## src/rtl/ift_pkg.sv

```systemverilog
// rtl/ift_pkg.sv - shared encodings for the IFT sequencer and processing-element array.
package ift_pkg;

   localparam logic [1:0] STOP_ST = 2'b00;
   localparam logic [1:0] COST_ST = 2'b01;
   localparam logic [1:0] ROOT_ST = 2'b10;
   localparam logic [1:0] SAVE_ST = 2'b11;

   localparam logic C8L16 = 1'b0;
   localparam logic C16L8 = 1'b1;

   localparam int CHAIN_LEN_DEF = 38;
   localparam int SAVE_LEN_DEF  = 28;

   typedef enum logic [2:0] {
      SEQ_IDLE,
      SEQ_LOAD,
      SEQ_INIT,
      SEQ_COST,
      SEQ_ROOT,
      SEQ_SAVE,
      SEQ_CHECK,
      SEQ_UNLOAD
   } seq_state_t;

endpackage

```

## src/rtl/ift_phase_cnt.sv

```systemverilog
// rtl/ift_phase_cnt.sv - loadable 6-bit down-counter; o_tc flags the last cycle of a phase.
module ift_phase_cnt (
   input  logic       i_clk,
   input  logic       i_rst_n,
   input  logic       i_load,
   input  logic [5:0] i_value,
   output logic       o_tc
);

   logic [5:0] r_cnt;

   always_ff @(posedge i_clk or negedge i_rst_n) begin
      if (!i_rst_n) begin
         r_cnt <= '0;
      end else if (i_load) begin
         r_cnt <= i_value;
      end else if (r_cnt != 6'd0) begin
         r_cnt <= r_cnt - 6'd1;
      end
   end

   assign o_tc = (r_cnt == 6'd0);

endmodule

```

## src/rtl/ift_seq.sv

```systemverilog
// rtl/ift_seq.sv - IFT array sequencer: load, propagation sweeps to convergence, unload.
// Optional sweep limit enabled by defining IFT_SEQ_TIMEOUT_EN.
module ift_seq
   import ift_pkg::*;
#(
   parameter int CHAIN_LEN  = CHAIN_LEN_DEF,
   parameter int SAVE_LEN   = SAVE_LEN_DEF,
   parameter int MAX_SWEEPS = 64
) (
   input  logic       clock,
   input  logic       reset_n,
   input  logic       start,
   input  logic [1:0] cfg_pathfunction,
   input  logic       cfg_neighborhood,
   input  logic       cfg_data_type,
   input  logic       any_changed,
   output logic       run,
   output logic       carry_in,
   output logic       direction,
   output logic       mem_send,
   output logic       mem_receive,
   output logic [1:0] state,
   output logic [1:0] pathfunction,
   output logic       neighborhood,
   output logic       data_type,
   output logic       sweep_clr,
   output logic       busy,
   output logic       done,
   output logic       timeout,
   output logic [7:0] sweeps
);

`ifdef IFT_SEQ_TIMEOUT_EN
   localparam logic TMO_EN = 1'b1;
`else
   localparam logic TMO_EN = 1'b0;
`endif

   seq_state_t r_state;
   seq_state_t w_state_nxt;
   logic       w_tc;
   logic       w_cnt_load;
   logic [5:0] w_cnt_value;
   logic [2:0] r_nb;
   logic       w_nb_last;
   logic       w_accept;
   logic       w_check;
   logic       w_tmo_hit;
   logic       w_run;
   logic [1:0] w_phase;
   logic       w_carry;
   logic       w_recv;
   logic       w_send;
   logic       w_clr;
   logic       w_busy;
   logic       w_done;

   assign w_accept  = (r_state == SEQ_IDLE) && start;
   assign w_check   = (r_state == SEQ_CHECK);
   assign w_nb_last = (r_nb == (neighborhood ? 3'd7 : 3'd3));
   assign w_tmo_hit = TMO_EN && any_changed &&
                      (({1'b0, sweeps} + 9'd1) == 9'(MAX_SWEEPS));

   always_ff @(posedge clock or negedge reset_n) begin
      if (!reset_n) begin
         r_state <= SEQ_IDLE;
      end else begin
         r_state <= w_state_nxt;
      end
   end

   always_comb begin
      w_state_nxt = r_state;
      case (r_state)
         SEQ_IDLE:   if (start) w_state_nxt = SEQ_LOAD;
         SEQ_LOAD:   if (w_tc) w_state_nxt = SEQ_INIT;
         SEQ_INIT:   w_state_nxt = SEQ_COST;
         SEQ_COST:   if (w_tc) w_state_nxt = SEQ_ROOT;
         SEQ_ROOT:   if (w_tc) w_state_nxt = SEQ_SAVE;
         SEQ_SAVE:   if (w_tc) w_state_nxt = w_nb_last ? SEQ_CHECK : SEQ_COST;
         SEQ_CHECK:  w_state_nxt = (any_changed && !w_tmo_hit) ? SEQ_INIT : SEQ_UNLOAD;
         SEQ_UNLOAD: if (w_tc) w_state_nxt = SEQ_IDLE;
         default:    w_state_nxt = SEQ_IDLE;
      endcase
   end

   // Outputs are decoded from the next state and registered, so they line up with r_state.
   always_comb begin
      w_run   = 1'b0;
      w_phase = STOP_ST;
      w_carry = 1'b0;
      w_recv  = 1'b0;
      w_send  = 1'b0;
      w_clr   = 1'b0;
      w_busy  = 1'b1;
      w_done  = 1'b0;
      case (w_state_nxt)
         SEQ_IDLE: begin
            w_busy = 1'b0;
            w_done = (r_state == SEQ_UNLOAD);
         end
         SEQ_LOAD: w_recv = 1'b1;
         SEQ_INIT: begin
            w_run = 1'b1;
            w_clr = 1'b1;
         end
         SEQ_COST: begin
            w_run   = 1'b1;
            w_phase = COST_ST;
            w_carry = (r_state != SEQ_COST);
         end
         SEQ_ROOT: begin
            w_run   = 1'b1;
            w_phase = ROOT_ST;
            w_carry = (r_state != SEQ_ROOT);
         end
         SEQ_SAVE: begin
            w_run   = 1'b1;
            w_phase = SAVE_ST;
         end
         SEQ_UNLOAD: w_send = 1'b1;
         default: ;
      endcase
   end

   // Every phase transition reloads the counter with (length - 1) of the phase being entered.
   assign w_cnt_load = (w_state_nxt != r_state);

   always_comb begin
      w_cnt_value = 6'd0;
      case (w_state_nxt)
         SEQ_LOAD, SEQ_UNLOAD: w_cnt_value = 6'(CHAIN_LEN - 1);
         SEQ_COST: w_cnt_value = (data_type == C16L8) ? 6'd15 : 6'd7;
         SEQ_ROOT: w_cnt_value = (data_type == C16L8) ? 6'd7 : 6'd15;
         SEQ_SAVE: w_cnt_value = 6'(SAVE_LEN - 1);
         default: ;
      endcase
   end

   ift_phase_cnt u_phase_cnt (
      .i_clk   (clock),
      .i_rst_n (reset_n),
      .i_load  (w_cnt_load),
      .i_value (w_cnt_value),
      .o_tc    (w_tc)
   );

   always_ff @(posedge clock or negedge reset_n) begin
      if (!reset_n) begin
         r_nb <= 3'd0;
      end else if (r_state == SEQ_INIT) begin
         r_nb <= 3'd0;
      end else if (r_state == SEQ_SAVE && w_tc) begin
         r_nb <= r_nb + 3'd1;
      end
   end

   always_ff @(posedge clock or negedge reset_n) begin
      if (!reset_n) begin
         run          <= 1'b0;
         state        <= STOP_ST;
         carry_in     <= 1'b0;
         mem_receive  <= 1'b0;
         mem_send     <= 1'b0;
         sweep_clr    <= 1'b0;
         busy         <= 1'b0;
         done         <= 1'b0;
         direction    <= 1'b0;
         sweeps       <= 8'd0;
         timeout      <= 1'b0;
         pathfunction <= 2'b00;
         neighborhood <= 1'b0;
         data_type    <= 1'b0;
      end else begin
         run         <= w_run;
         state       <= w_phase;
         carry_in    <= w_carry;
         mem_receive <= w_recv;
         mem_send    <= w_send;
         sweep_clr   <= w_clr;
         busy        <= w_busy;
         done        <= w_done;
         if (w_accept) begin
            pathfunction <= cfg_pathfunction;
            neighborhood <= cfg_neighborhood;
            data_type    <= cfg_data_type;
            direction    <= 1'b0;
            sweeps       <= 8'd0;
            timeout      <= 1'b0;
         end else if (w_check) begin
            if (sweeps != 8'hFF) sweeps <= sweeps + 8'd1;
            if (any_changed && !w_tmo_hit) direction <= ~direction;
            if (w_tmo_hit) timeout <= 1'b1;
         end
      end
   end

endmodule

```

## config.mk

```make
export PLATFORM = sky130hd
export DESIGN_NAME = ift_seq
export DESIGN_NICKNAME = d
export VERILOG_FILES = /design/src/rtl/ift_pkg.sv /design/src/rtl/ift_phase_cnt.sv /design/src/rtl/ift_seq.sv
export SDC_FILE = /design/constraint.sdc
export NUM_CORES = 1
export LEC_CHECK = 0
export ABC_AREA = 1
export CAP_MARGIN = 20
export CORE_MARGIN = 8
export CORE_UTILIZATION = 40
export DETAILED_ROUTE_END_ITERATION = 7
export GPL_ROUTABILITY_DRIVEN = 0
export GPL_TIMING_DRIVEN = 0
export PLACE_DENSITY = 0.66
export SLEW_MARGIN = 20
export SYNTH_ARGS = -nofsm -noshare
export SYNTH_HDL_FRONTEND = slang
export SYNTH_SLANG_ARGS = --single-unit
```

## constraint.sdc

```tcl
create_clock -name clock -period 1.9 [get_ports clock]
set_input_delay 0.38 -clock clock [delete_from_list [all_inputs] [get_ports clock]]
set_output_delay 0.38 -clock clock [all_outputs]
set_load 0.01 [all_outputs]
```

==> results of run 1 <==
==> final cells by class <==
| type | instances | area (um2) | area share, % |
|---|---|---|---|
| multi-input combinational | 150 | 962.2 | 38.39 |
| clock inverter | 1 | 5.005 | 0.1997 |
| buffer | 1 | 7.507 | 0.2996 |
| sequential | 34 | 850.8 | 33.95 |
| tap | 52 | 65.06 | 2.596 |
| timing repair buffer | 41 | 402.9 | 16.08 |
| clock buffer | 7 | 86.33 | 3.445 |
| inverter | 33 | 126.4 | 5.042 |
==> synth_stat cells, drive strengths merged <==
cell type / instances
a211oi: 2
a21oi: 10
a221oi: 1
a31oi: 3
buf: 1
clkinv: 1
conb: 1
dfrtp: 34
ha: 4
inv: 32
nand2: 63
nand3: 25
nand4: 3
nor2: 19
nor3: 5
o21ai: 7
or2: 2
xnor2: 2
xor2: 3
==> critical path: cells and delay by family, from the launching register on <==
kind / cells / cell delay [ps]
AO/OA/AOI/OAI: 1 / 220
flip-flops: 1 / 420
AND/OR/NAND/NOR: 6 / 800
adder cells (fa/ha/maj): 1 / 170
buffers and inverters: 2 / 270
==> registers in the layout, indices dropped and copies added, names as in the netlist <==
register,flops
state,2
sweeps,8
mem_send,1
mem_receive,1
pathfunction,2
u_phase_cnt.r_cnt,6
run,1
r_nb,3
neighborhood,1
carry_in,1
data_type,1
r_state,3
direction,1
busy,1
done,1
sweep_clr,1
==> report_power, final <==
| part | internal [mW] | switching [mW] | total [mW] |
|---|---|---|---|
| clock | 0.292 | 0.258 | 0.551 |
| combinational | 0.0206 | 0.0199 | 0.0406 |
| sequential | 0.725 | 0.000948 | 0.726 |
| total | 1.04 | 0.279 | 1.32 |
==> kinds of logic (layout without fill, tap and decap cells) <==
kind of cell    count (synthesis)  in the layout  share of synthesized area [%]
xor+xnor                        5              5                          2.469
simple gates                  117            117                          30.25
buf+inv                        34             83                          7.404
flops                          34             34                          47.96
other cells                     1              1                         0.2114
fa+ha+maj                       4              4                          2.821
compound gates                 23             23                          8.885
==> path summary, 6_finish.rpt <==
kind	end	slack [ps]	cells past startpoint
worst max register to register	run	-20	10
worst min register to register	pathfunction[1]	480	2
max in group asynchronous	u_phase_cnt.r_cnt[4]	990	3
min in group asynchronous	sweeps[7]	500	2
worst min-delay path	pathfunction[1]	480	2
worst max-delay path	run	-20	10
==> metal layers <==
metal  vias up  track usage (%)  routed length (um)
met5         -                0                   0
met2        35            20.20                2137
li1        791                -                   -
met3         5            2.922                 135
met4         0            5.172                  68
met1       766            16.22                1924
==> metrics by stage <==
step	cell area, um2	std cells	util (%)
detailed placement	2145	300	49.59
finish	2506	319	57.96
global placement	2130	299	49.25
floorplan	1774	218	-
CTS	2291	309	52.98
global route	2506	319	57.96
==> repair_timing <==
| item | 4_1_cts | 5_1_grt |
|---|---|---|
| buffers inserted | 0 | 10 |
| endpoints found under the hold margin | 9 | 0 |
| gates resized for setup | 11 | 34 |
| endpoints found under the setup margin | 9 | 9 |
| pin swaps | 3 | 14 |
| hold buffers | 1 | 0 |
==> impl_metrics.ini, run 1 <==
[setup_path]
crit_required_ps = 2130
critPathSlowestCell = dfrtp_1
crit_chain = inv_2 -> ha_4 -> nand2_4 -> nor2_4 -> nand2_4 -> a21oi_4 -> nand3_4 -> buf_4 -> nor3_2 -> or2_1
reg2reg_from = u_phase_cnt.r_cnt[1]
critPathLaunch = u_phase_cnt.r_cnt[1]
crit_path_max_fanout = 5
slowest_delay_ps = 420
critical_path_class = register to register
critPathCaptureType = register
arrival_ps = 2150
start_kind = register
cpMostUsedCell = nand2_4

[global_routing]
grt_usage_pct = 12.68
overflow = 0
antenna_found_initial = 0
grt_pass1_vias = 1486
grt_max_degree = 26
grt_pass1_wl_um = 6748

[finish]
area_delta_synth_final_pct = 41.26
mostFrequentLayoutCell = nand2_1
diodes = 0
layout-drive-gt1-share_pct = 25.09
fill_cells = 402
final_cell_mix = nand2_1 (49), dfrtp_1 (34), clkdlybuf4s50_1 (28)
nNetsFinal = 278

[place]
dp_slack_ps = -113.3
hpwl_um = 2915
numPortBuffers = 29

[power]
total_power_mw = 1.317
power.leakage_nw = 1.223
ir_drop_v = 0.0003902
powerDensity_nw_per_um2 = 525.4

[routing]
drtPass1Iterations = 4
viasPerCell = 5.006
drt_iter0_drc = 90
ant_nets = 0
vias = 1597
wl_per_cell_um = 13.37
post-route-drc-count = 0
wirelength_um = 4265

[run_status]
status = finished, violations left
violations = negative setup slack

[min_path]
min_path_type = register to register
hold_start = pathfunction[1]

[die]
dieArea_um2 = 6823
row_count = 24
start_util_pct = 41.03
die_h_um = 82.60
fp.dieW_um = 82.60
pin_count = 31
core_area_um2 = 4324

[clock_tree]
cts.htree.levels = 2
numCtsBuffers = 5
cts_tree = yes
clock_path_buffers = 2
cts-root-buf = clkbuf_8
path_clk_slew_ps = 70
clkSinkCount = 34
clk_latency_ps = 290

[sta]
setup_ws_ps = -20.37
rsz0062_at_grt = yes
slew_violations = 0
finalClockSkew_ps = 4.925
setup_tns_ps = -47.87
setup_viol = 4
period_needed_ps = 1920
fin_crit_sh_pct = 101.1
hold_slack_ps = 477.2
finalHoldViolations = 0
max_freq_mhz = 520.7

[synth]
synth_area_um2 = 1774
synth_top_area_share_pct = 47.95
yosysTopAreaCell = dfrtp_1
synth.avg_cell_area_um2 = 8.139
synth_cell_types = 29
syn_nets = 230
synth_area_leaders = dfrtp_1 (48%), nand2_1 (13%), inv_1 (6.1%), nand3_1 (5.9%), nor2_1 (3.0%)
netlist_instances = 218
ys_seq_area_share_pct = 47.95
yosysWarnings = 0
yosys_register_bits = 34

[run]
maxCapViolCount = 0
No activity file was read; power rests on OpenSTA's default activity.
==> run 2, diff against run 1 <==
CORE_ASPECT_RATIO = 2   (was not set)
==> impl_metrics.ini, run 2 (synthesized netlist as in run 1, its figures left out) <==
[setup_path]
setup.worst_path.end = u_phase_cnt.r_cnt[0]
critPathCaptureType = register
cpMostUsedCell = nand2_4
critPathSlowestCell = dfrtp_1
critical_path_class = register to register
rr_worst_depth = 11
reg2reg_from = u_phase_cnt.r_cnt[1]
arrival_ps = 2060
start_kind = register
slowest_delay_ps = 400
timing.rr.end = u_phase_cnt.r_cnt[0]
r2r_slack_ps = -0.06
worstSetupPathDepth = 11
crit_chain = inv_2 -> ha_4 -> nand2_4 -> nor2_4 -> nand2_4 -> a21oi_4 -> nand3_4 -> nand2_4 -> inv_4 -> o21ai_4 -> nand3_1
crit_path_max_fanout = 5
critPathLaunch = u_phase_cnt.r_cnt[1]
cp_num_buf_inv = 2
crit_family = simple AND/OR/NAND/NOR gates
crit_required_ps = 2060

[clock_tree]
cts.htree.levels = 2
path_clk_slew_ps = 70
cts_tree = yes
clk_latency_ps = 280
cts-root-buf = clkbuf_8
clock_path_buffers = 2
clkSinkCount = 34
numCtsBuffers = 5

[finish]
final_cell_area_um2 = 2529
nNetsFinal = 280
mostFrequentLayoutCell = nand2_1
largestRegisters = sweeps x8, u_phase_cnt.r_cnt x6
layout-drive-gt1-share_pct = 24.54
post-route-util_pct = 58.85
largest_register_ffs = 8
diodes = 0
fill_cells = 385
largest_register = sweeps
final_cell_mix = nand2_1 (52), dfrtp_1 (31), clkdlybuf4s50_1 (28)
area_delta_synth_final_pct = 42.52

[sta]
setup_viol = 1
max_freq_mhz = 526.3
slew_violations = 0
hold_slack_ps = 481.1
rsz0062_at_grt = yes
setup_tns_ps = -0.05773
period_needed_ps = 1900
finalClockSkew_ps = 5.732
finalHoldViolations = 0
setup_ws_ps = -0.05773
fin_crit_sh_pct = 100.0

[global_routing]
grt_pass1_vias = 1636
grt_max_degree = 24
overflow = 0
antenna_found_initial = 0
grt_pass1_wl_um = 6900
grt_usage_pct = 12.40

[die]
die_h_um = 110.2
fp.dieW_um = 63.10
core_area_um2 = 4297
pin_count = 31
dieArea_um2 = 6952
row_count = 34
start_util_pct = 41.29

[routing]
post-route-drc-count = 0
drt_iter0_drc = 21
drtPass1Iterations = 4
ant_nets = 0
vias = 1614
viasPerCell = 4.997
wl_per_cell_um = 13.67
wirelength_um = 4416

[power]
ir_drop_v = 0.0006562
powerDensity_nw_per_um2 = 520.8
power.leakage_nw = 1.229
total_power_mw = 1.317

[place]
hpwl_um = 3250
dpl_cell_area_um2 = 2155
numPortBuffers = 29

[min_path]
min_path_type = register to register

[run_status]
violations = negative setup slack
status = finished, violations left

[run]
maxCapViolCount = 0
run 2: cell types whose count changed in the layout (fill, tap and decap cells not counted), moves of 2 or more:
cell     previous run  this run
buf_4              10        12
dfrtp_1            34        31
dfrtp_2             0         3
inv_2               7         5
inv_4               1         3
nand2_1            49        52
nand2_2             8         6
nand3_1            17        19
nand3_2             4         2
nor2_4              3         5
run 2: report_power, final:
group	internal [mW]	leakage, nW	switching, mW
registers	0.725	0.382	0.000897
logic	0.0223	0.798	0.0200
clock network	0.292	0.0482	0.257
total	1.04	1.23	0.278
run 2: cell type report:
class / count / area (um2) / share of cell area, %
multi-input combinational: 150 / 950.9 / 37.61
clock buffer: 7 / 86.33 / 3.414
buffer: 1 / 7.507 / 0.2969
tap: 54 / 67.56 / 2.672
sequential: 34 / 854.6 / 33.80
timing repair buffer: 43 / 425.4 / 16.82
inverter: 33 / 131.4 / 5.195
clock inverter: 1 / 5.005 / 0.1979
run 2: routing by layer:
metal	share of wire (%)	track usage [%]	vias to the layer above
met4	2.8	7.718	0
met5	0	0	-
met2	62	25.87	30
met1	32	9.711	774
met3	2.9	2.935	11
li1	-	-	799
run 2: through the flow:
| step | setup WS [ps] | instances |
|---|---|---|
| final | -0.05773 | 323 |
| after global placement | -296.7 | 301 |
| after detailed placement | -156.2 | 302 |
| after CTS | 16.82 | 313 |
| after global routing | -81.17 | 323 |
| after floorplan | 121.4 | 218 |
run 2: worst min-delay path by stage:
stage | start | endpoint | slack (ps) | depth (start not counted)
finish | direction | direction | 480 | 1
global route | direction | direction | 510 | 1
CTS | direction | direction | 490 | 1
detailed placement | reset_n | state[1] | 290 | 1
global placement | u_phase_cnt.r_cnt[0] | u_phase_cnt.r_cnt[0] | 470 | 2
floorplan | reset_n | busy | 80 | 0
run 2: repair_timing:
item                                   in CTS  in global routing
pin swaps                                   4                 15
setup endpoints to repair                   9                 10
endpoints found under the hold margin      11                  0
resized for setup                          12                 35
hold buffers                                1                  0
setup buffers                               2                 10
